===== config.mk =====
export PLATFORM = sky130hd
export DESIGN_NAME = imem_loader
export DESIGN_NICKNAME = d
export VERILOG_FILES = /design/src/rtl/imem_loader.sv
export SDC_FILE = /design/constraint.sdc
export NUM_CORES = 1
export LEC_CHECK = 0
export CORE_MARGIN = 1
export CORE_UTILIZATION = 55
export CTS_BUF_LIST = sky130_fd_sc_hd__clkbuf_8
export CTS_CLUSTER_SIZE = 20
export DETAILED_ROUTE_END_ITERATION = 8
export MAX_ROUTING_LAYER = met4
export PLACE_DENSITY = 0.84
export SYNTH_ARGS = -nofsm -noshare
export SYNTH_HDL_FRONTEND = slang
export SYNTH_SLANG_ARGS = --single-unit

===== constraint.sdc =====
create_clock -name clk -period 7.2 [get_ports clk]
set_clock_uncertainty 0.15 [all_clocks]
set_input_delay 1.08 -clock clk [delete_from_list [all_inputs] [get_ports clk]]
set_output_delay 1.08 -clock clk [all_outputs]
set_load 0.02 [all_outputs]

===== src/rtl/imem_loader.sv =====
// imem_loader: assembles a big-endian byte stream into 32-bit words for instruction memory
// and holds the CPU in reset until the load completes. Optional macro: IMEM_LOADER_CHECKSUM_EN.
module imem_loader #(
  parameter logic [31:0] BASE_ADDR = 32'h0000_0000,
  parameter int unsigned MAX_WORDS = 256,
  parameter int unsigned CNT_W     = 16
) (
  input  logic             clk,
  input  logic             rst_n,
  input  logic             start,
  input  logic [CNT_W-1:0] num_words,
  input  logic [7:0]       byte_in,
  input  logic             byte_valid,
  output logic             byte_ready,
  output logic             imem_we,
  output logic [31:0]      imem_addr,
  output logic [31:0]      imem_wdata,
  output logic             cpu_hold,
  output logic             busy,
  output logic             done,
  output logic             error
);

  typedef enum logic [2:0] {
    S_IDLE,
    S_LOAD,
`ifdef IMEM_LOADER_CHECKSUM_EN
    S_CHECK,
`endif
    S_DONE,
    S_ERROR
  } state_e;

  state_e           state_q, state_d;
  logic [1:0]       byte_cnt_q, byte_cnt_d;
  logic [CNT_W-1:0] word_cnt_q, word_cnt_d;
  logic [CNT_W-1:0] num_q, num_d;
  logic [23:0]      shift_q, shift_d;
  logic [31:0]      addr_q, addr_d;
  logic [31:0]      wdata_q, wdata_d;
  logic             we_q, we_d;
  logic             byte_ready_q, byte_ready_d;
  logic             cpu_hold_q, cpu_hold_d;
  logic             busy_q, busy_d;
  logic             done_q, done_d;
  logic             error_q, error_d;
`ifdef IMEM_LOADER_CHECKSUM_EN
  logic [7:0]       xor_q, xor_d;
`endif

  logic accept;
  assign accept = byte_valid && byte_ready_q;

  always_comb begin
    // NOTE: every combinational output is defaulted first so no branch can infer a latch.
    state_d    = state_q;
    byte_cnt_d = byte_cnt_q;
    word_cnt_d = word_cnt_q;
    num_d      = num_q;
    shift_d    = shift_q;
    addr_d     = addr_q;
    wdata_d    = wdata_q;
    we_d       = 1'b0;
`ifdef IMEM_LOADER_CHECKSUM_EN
    xor_d      = xor_q;
`endif

    case (state_q)
      S_LOAD: begin
        // Reaching num_q here means the final write cycle has just been spent.
        if (word_cnt_q == num_q) begin
          state_d = S_DONE;
        end else if (accept) begin
          shift_d    = {shift_q[15:0], byte_in};
          byte_cnt_d = byte_cnt_q + 2'd1;
`ifdef IMEM_LOADER_CHECKSUM_EN
          xor_d      = xor_q ^ byte_in;
`endif
          if (byte_cnt_q == 2'd3) begin
            we_d       = 1'b1;
            addr_d     = BASE_ADDR + (32'(word_cnt_q) << 2);
            wdata_d    = {shift_q, byte_in};
            word_cnt_d = word_cnt_q + CNT_W'(1);
`ifdef IMEM_LOADER_CHECKSUM_EN
            if (word_cnt_d == num_q) state_d = S_CHECK;
`endif
          end
        end
      end
`ifdef IMEM_LOADER_CHECKSUM_EN
      S_CHECK: begin
        if (accept) state_d = (byte_in == xor_q) ? S_DONE : S_ERROR;
      end
`endif
      default: begin
        if (start) begin
          num_d      = num_words;
          word_cnt_d = '0;
          byte_cnt_d = 2'd0;
`ifdef IMEM_LOADER_CHECKSUM_EN
          xor_d      = 8'h00;
`endif
          if (num_words == '0)                   state_d = S_DONE;
          else if (32'(num_words) > MAX_WORDS)   state_d = S_ERROR;
          else                                   state_d = S_LOAD;
        end
      end
    endcase

    // Outputs are registered copies of what the next state implies.
`ifdef IMEM_LOADER_CHECKSUM_EN
    busy_d = (state_d == S_LOAD) || (state_d == S_CHECK);
`else
    busy_d = (state_d == S_LOAD);
`endif
    byte_ready_d = busy_d && !((state_d == S_LOAD) && (word_cnt_d == num_d));
    done_d       = (state_d == S_DONE);
    error_d      = (state_d == S_ERROR);
    cpu_hold_d   = (state_d != S_DONE);
  end

  // NOTE: sequential state uses non-blocking assignments so all flops update from pre-edge values.
  always_ff @(posedge clk or negedge rst_n) begin
    if (!rst_n) begin
      state_q      <= S_IDLE;
      byte_cnt_q   <= 2'd0;
      word_cnt_q   <= '0;
      num_q        <= '0;
      shift_q      <= '0;
      addr_q       <= BASE_ADDR;
      wdata_q      <= '0;
      we_q         <= 1'b0;
      byte_ready_q <= 1'b0;
      cpu_hold_q   <= 1'b1;
      busy_q       <= 1'b0;
      done_q       <= 1'b0;
      error_q      <= 1'b0;
`ifdef IMEM_LOADER_CHECKSUM_EN
      xor_q        <= 8'h00;
`endif
    end else begin
      state_q      <= state_d;
      byte_cnt_q   <= byte_cnt_d;
      word_cnt_q   <= word_cnt_d;
      num_q        <= num_d;
      shift_q      <= shift_d;
      addr_q       <= addr_d;
      wdata_q      <= wdata_d;
      we_q         <= we_d;
      byte_ready_q <= byte_ready_d;
      cpu_hold_q   <= cpu_hold_d;
      busy_q       <= busy_d;
      done_q       <= done_d;
      error_q      <= error_d;
`ifdef IMEM_LOADER_CHECKSUM_EN
      xor_q        <= xor_d;
`endif
    end
  end

  assign byte_ready = byte_ready_q;
  assign imem_we    = we_q;
  assign imem_addr  = addr_q;
  assign imem_wdata = wdata_q;
  assign cpu_hold   = cpu_hold_q;
  assign busy       = busy_q;
  assign done       = done_q;
  assign error      = error_q;

endmodule


Word-level counts from Yosys, hierarchy flattened. Cells that the tools add are included.

Output and inout bits: 70. Word-level logic and storage cells: 56. Bits in registers: 115.

Equal/unequal tests: 10. Order comparisons: 1. $add $sub $neg: 2. Multiplexer cells: 20. Reduce and logical (&&, ||, !) cells: 9. Bitwise logic cells: 1.

Operator list (number): two-way mux 16 bit (7); == test 16 bit (2); adder 16 x 1 -> 16 bit, second input constant (1); greater-than comparator 16 x 9 -> 1 bit, second input constant (1); logical NOT 16 bit (1); two-way mux 2 bit (6); two-way mux 3 bit (3); == test 3 x 1 -> 1 bit, second input constant (2); == test 3 x 2 -> 1 bit, second input constant (2); AND reduction 3 bit (2); two-way mux 1 bit (4); != test 2 bit, second input constant (2); AND reduction 4 bit (1); logical AND 1 bit (3); != test 3 x 2 -> 1 bit, second input constant (1); adder 2 x 1 -> 2 bit, second input constant (1); == test 2 bit, second input constant (1); nonzero test 2 bit (1); logical NOT 1 bit (1); inverter 1 bit (1).

Logic depth before layout (Yosys ltp).
Word-level depth: 9. Depth in mapped cells: 12. Mapped depth without buffers: 10.

Worst setup path before layout. Ideal clock, no wire load.

Path kind: input-to-reg. Start: input port byte_valid. End: register byte_ready_q, in the netlist byte_ready. Required time: 6.906 ns. Setup slack: 4.200 ns. Stages: 9. Arrival: 2.706 ns. Path buffers: 1. Cells stage by stage: and3_1 > nand2_2 > or2_1 > buf_6 > or3_1 > xnor2_1 > nor2_1 > nor4b_1 > a41oi_1.

Cells in the longest elaborated chain, start to end: 8.

RTL lines: from (decl) (line 13) `input logic byte_valid,`; logical AND 1 bit (line 52) `assign accept = byte_valid && byte_ready_q;`; two-way mux 16 bit (line 73) `end else if (accept) begin`; two-way mux 16 bit (line 71) `if (word_cnt_q == num_q) begin`; two-way mux 16 bit (line 68) `case (state_q)`; == test 16 bit (line 116) `byte_ready_d = busy_d && !((state_d == S_LOAD) && (word_cnt_d == num_d));`; logical AND 1 bit (line 116); logical NOT 1 bit (line 116); logical AND 1 bit (line 116); net byte_ready_d (line 42) `logic byte_ready_q, byte_ready_d;`; to (signal assigned) (line 150) `byte_ready_q <= byte_ready_d;`; to (decl) (line 42).

The timed path passes the listed nets, and every way through them passes these cells. A chain may end at the register's enable or synchronous reset.

Final worst setup path.
Start: register word_cnt_q[3]. End: register byte_ready_q, in the netlist byte_ready.

Cells in the longest elaborated chain, start to end: 9. Elaborated cells on any way between the ends: 14. Classes of those cells: add/sub: 1; eq/ne: 3; mux: 7; reduce/logical: 3.

RTL lines: from (decl) (line 36) `logic [CNT_W-1:0] word_cnt_q, word_cnt_d;`; from (signal assigned) (line 144) `word_cnt_q <= word_cnt_d;`; adder 16 x 1 -> 16 bit (line 83) `word_cnt_d = word_cnt_q + CNT_W'(1);`; two-way mux 16 bit (line 79) `if (byte_cnt_q == 2'd3) begin`; two-way mux 16 bit (line 73); two-way mux 16 bit (*) (line 71); two-way mux 16 bit (*) (line 68); net word_cnt_d[4] (line 36); == test 16 bit (*) (line 116); logical AND 1 bit (*) (line 116); logical NOT 1 bit (*) (line 116); logical AND 1 bit (*) (line 116); net byte_ready_d (line 42).

Mark *: on every way through the listed nets, which the timed path passes. The rest lies on a longest branch.

==> results.yml <==
drt:
  wl_per_cell_um: 15.68
  drc_errors: 0
  ant_nets: 0
  viasPerCell: 5.340
  first_pass_iters: 7
  routed_wl_um: 11340
  via_count: 3861
  drt_iter0_markers: 227
clocking:
  postCtsHoldBufs: 0
  clock_sinks: 115
  cts_buffer_depth: 2
  cts_resized: 0
  cts_tree: "done"
  cts_buffers: 17
  postCtsSetupBuffers: 0
  htree_num_levels: 4
  clk_transition_reported_paths_ns: 0.07
  clock_latency_ns: 0.42
  root_buffer: "clkbuf_8"
synthesis:
  synth_edf_count: 0
  synth_area_leaders: "dfrtp_1, nand2_1, mux2_2"
  yosysWarnings: 0
  netlist_area_mm2: 0.005206
  ys_seq_elements: 115
  synthArstFlopShare_pct: 100.0
  synth.avg_cell_area_um2: 9.993
  synth_top_cell_by_area: "dfrtp_1"
  synth_top_area_share_pct: 54.79
  synth.distinct_cells: 53
  netlist_instances: 521
  synth_seq_area_share_pct: 55.30
  synth_ff_type: "dfrtp_1"
timing:
  fin_crit_sh_pct: 64.51
  worst_slack_ns: 2.556
  hold_violations: 0
  drv_slew: 0
  tightest_slew_ns: 1.169
  slew_headroom_pct: 22.05
  tns_ns: 0
  hold_ws_ns: 0.3139
  fmax_ghz: 0.2153
  period_minus_slack_ns: 4.644
  setup_violations: 0
  grt_setup_unrepaired: "no"
die:
  die_area_mm2: 0.009859
  core_area_mm2: 0.009196
  start_util_pct: 56.61
  rows: 35
  die_x_um: 99.29
  die-height_um: 99.29
  io_pins: 98
cells_and_area:
  layout.nets: 629
  seq_area_mm2: 0.002879
  fill_cells: 709
  final_util_pct: 69.62
  multi_input_area_mm2: 0.002103
  num_antenna_cells: 0
  layout_common_cells: "nand2_1, dfrtp_1, clkdlybuf4s50_1, mux2_2, xnor2_1"
  final_common_cell: "nand2_1"
  drive_gt1_share_pct: 12.25
  synthToLayoutAreaGrowth_pct: 22.98
flow_run:
  maxCapViolations: 0
place:
  dp_hpwl_um: 7914
  gp_congestion: 0.9036
  pre_cts_ws_ns: 2.286
  numPortBuffers: 81
hold_path:
  min_path_cells: 2
  hp-class: "register to register"
  hold-path-endpoint: "imem_wdata[29]"
  holdCritStartpoint: "shift_q[21]"
worst_setup_path:
  worstPathMaxFanout: 62
  r2r-end: "byte_ready"
  reg2reg_depth: 10
  arrival_ns: 4.77
  required_ns: 7.33
  worst-r2r-setup-slack_ns: 2.56
  crit_type: "register to register"
  reg2reg_from: "word_cnt_q[3]"
  critical_path.startpoint_type: "register"
  cp-end-kind: "register"
power:
  ir_drop_mv: 0.1313
  power.leakage_nw: 3.145
  powerDensity_mw_per_mm2: 211.6
  finalPower_w: 0.001355
grt:
  grt_pass1_vias: 3854
  track_usage_pct: 25.26
  grt_max_degree: 67
  grt.overflow.total: 0
  grt_first_pass_wirelength_um: 18750
  antenna_found_initial: 0
outcome:
  status: "finished, final reports clean"
[synth_stat cells, types with 3 or more instances]
master	instances
buf_2	5
buf_1	3
nor3_1	5
nand4_1	6
nor2b_1	3
inv_1	10
nand2_1	199
dfrtp_1	114
buf_6	3
xor2_1	6
o21ai_0	8
buf_4	16
nor4_1	6
a21oi_1	4
xnor2_1	24
or3_1	4
mux2i_1	14
nor2_1	8
mux2_2	26
clkbuf_1	13
nand3_1	7
[per-stage QoR]
step	instance area, um2	instances
after global placement	5993	691
after floorplan	5263	536
after CTS	6402	723
after global routing	6402	723
final	6402	723
after detailed placement	5993	691
[routing by layer]
layer | part of all wire (%) | wire (um) | up-vias | global-route usage (%)
met5 | 0 | 0 | - | -
met4 | 0.63 | 71 | 0 | 6.448
met3 | 4.6 | 527 | 8 | 4.919
met2 | 51 | 5819 | 123 | 41.77
met1 | 43 | 4920 | 1894 | 32.20
li1 | - | - | 1836 | -
[power by group]
group,switching (W),internal [W],total [W]
combinational,0.0000494,0.0000324,0.0000818
sequential,0.00000896,0.000656,0.000665
clock,0.000290,0.000318,0.000608
[cell families after synthesis]
| group | synth area share, % |
|---|---|
| mux | 8.580 |
| xor+xnor | 5.047 |
| buf+inv | 5.383 |
| flops | 55.30 |
| fa+ha+maj | 0.4806 |
| other cells | 0.07203 |
| simple gates | 21.65 |
| compound gates | 3.485 |
[worst max-delay path, stage by stage (launching register included)]
cell and delay, ns:
dfrtp_1 0.46, xnor2_1 0.23, nand4_1 0.17, nor4_4 0.58, or2_2 1.00, inv_2 0.66, nand3_1 0.29, mux2i_1 0.30
xnor2_1 0.14, nor4b_1 0.32, a41oi_1 0.16
[how the worst max path moves through the flow]
stage,slack (ns),cells after the start,start,endpoint
6_report,2.56,10,word_cnt_q[3],byte_ready
3_5_place_dp,2.29,10,byte_valid,byte_ready
4_1_cts,2.62,10,word_cnt_q[3],byte_ready
3_3_place_gp,2.41,10,byte_valid,byte_ready
5_1_grt,2.13,10,word_cnt_q[7],byte_ready
2_1_floorplan,4.20,9,byte_valid,byte_ready
[flip-flops by register name, indices dropped and copies added (netlist names)]
| signal | count |
|---|---|
| done | 1 |
| num_q | 16 |
| byte_ready | 1 |
| imem_we | 1 |
| imem_wdata | 32 |
| word_cnt_q | 16 |
| cpu_hold | 1 |
| imem_addr | 16 |
| busy | 1 |
| shift_q | 24 |
| state_q | 3 |
| error | 1 |
| byte_cnt_q | 2 |
[layout make-up]
type                    instances  area share [%]
clock buffers                  17           3.654
clock inverters                15           2.736
inverters                      11          0.6449
multi-input cells             370           32.85
flip-flops and latches        115           44.97
well taps                     111           2.169
repair buffers                 84           12.98
Note: power is estimated with default switching activity, not from simulation.
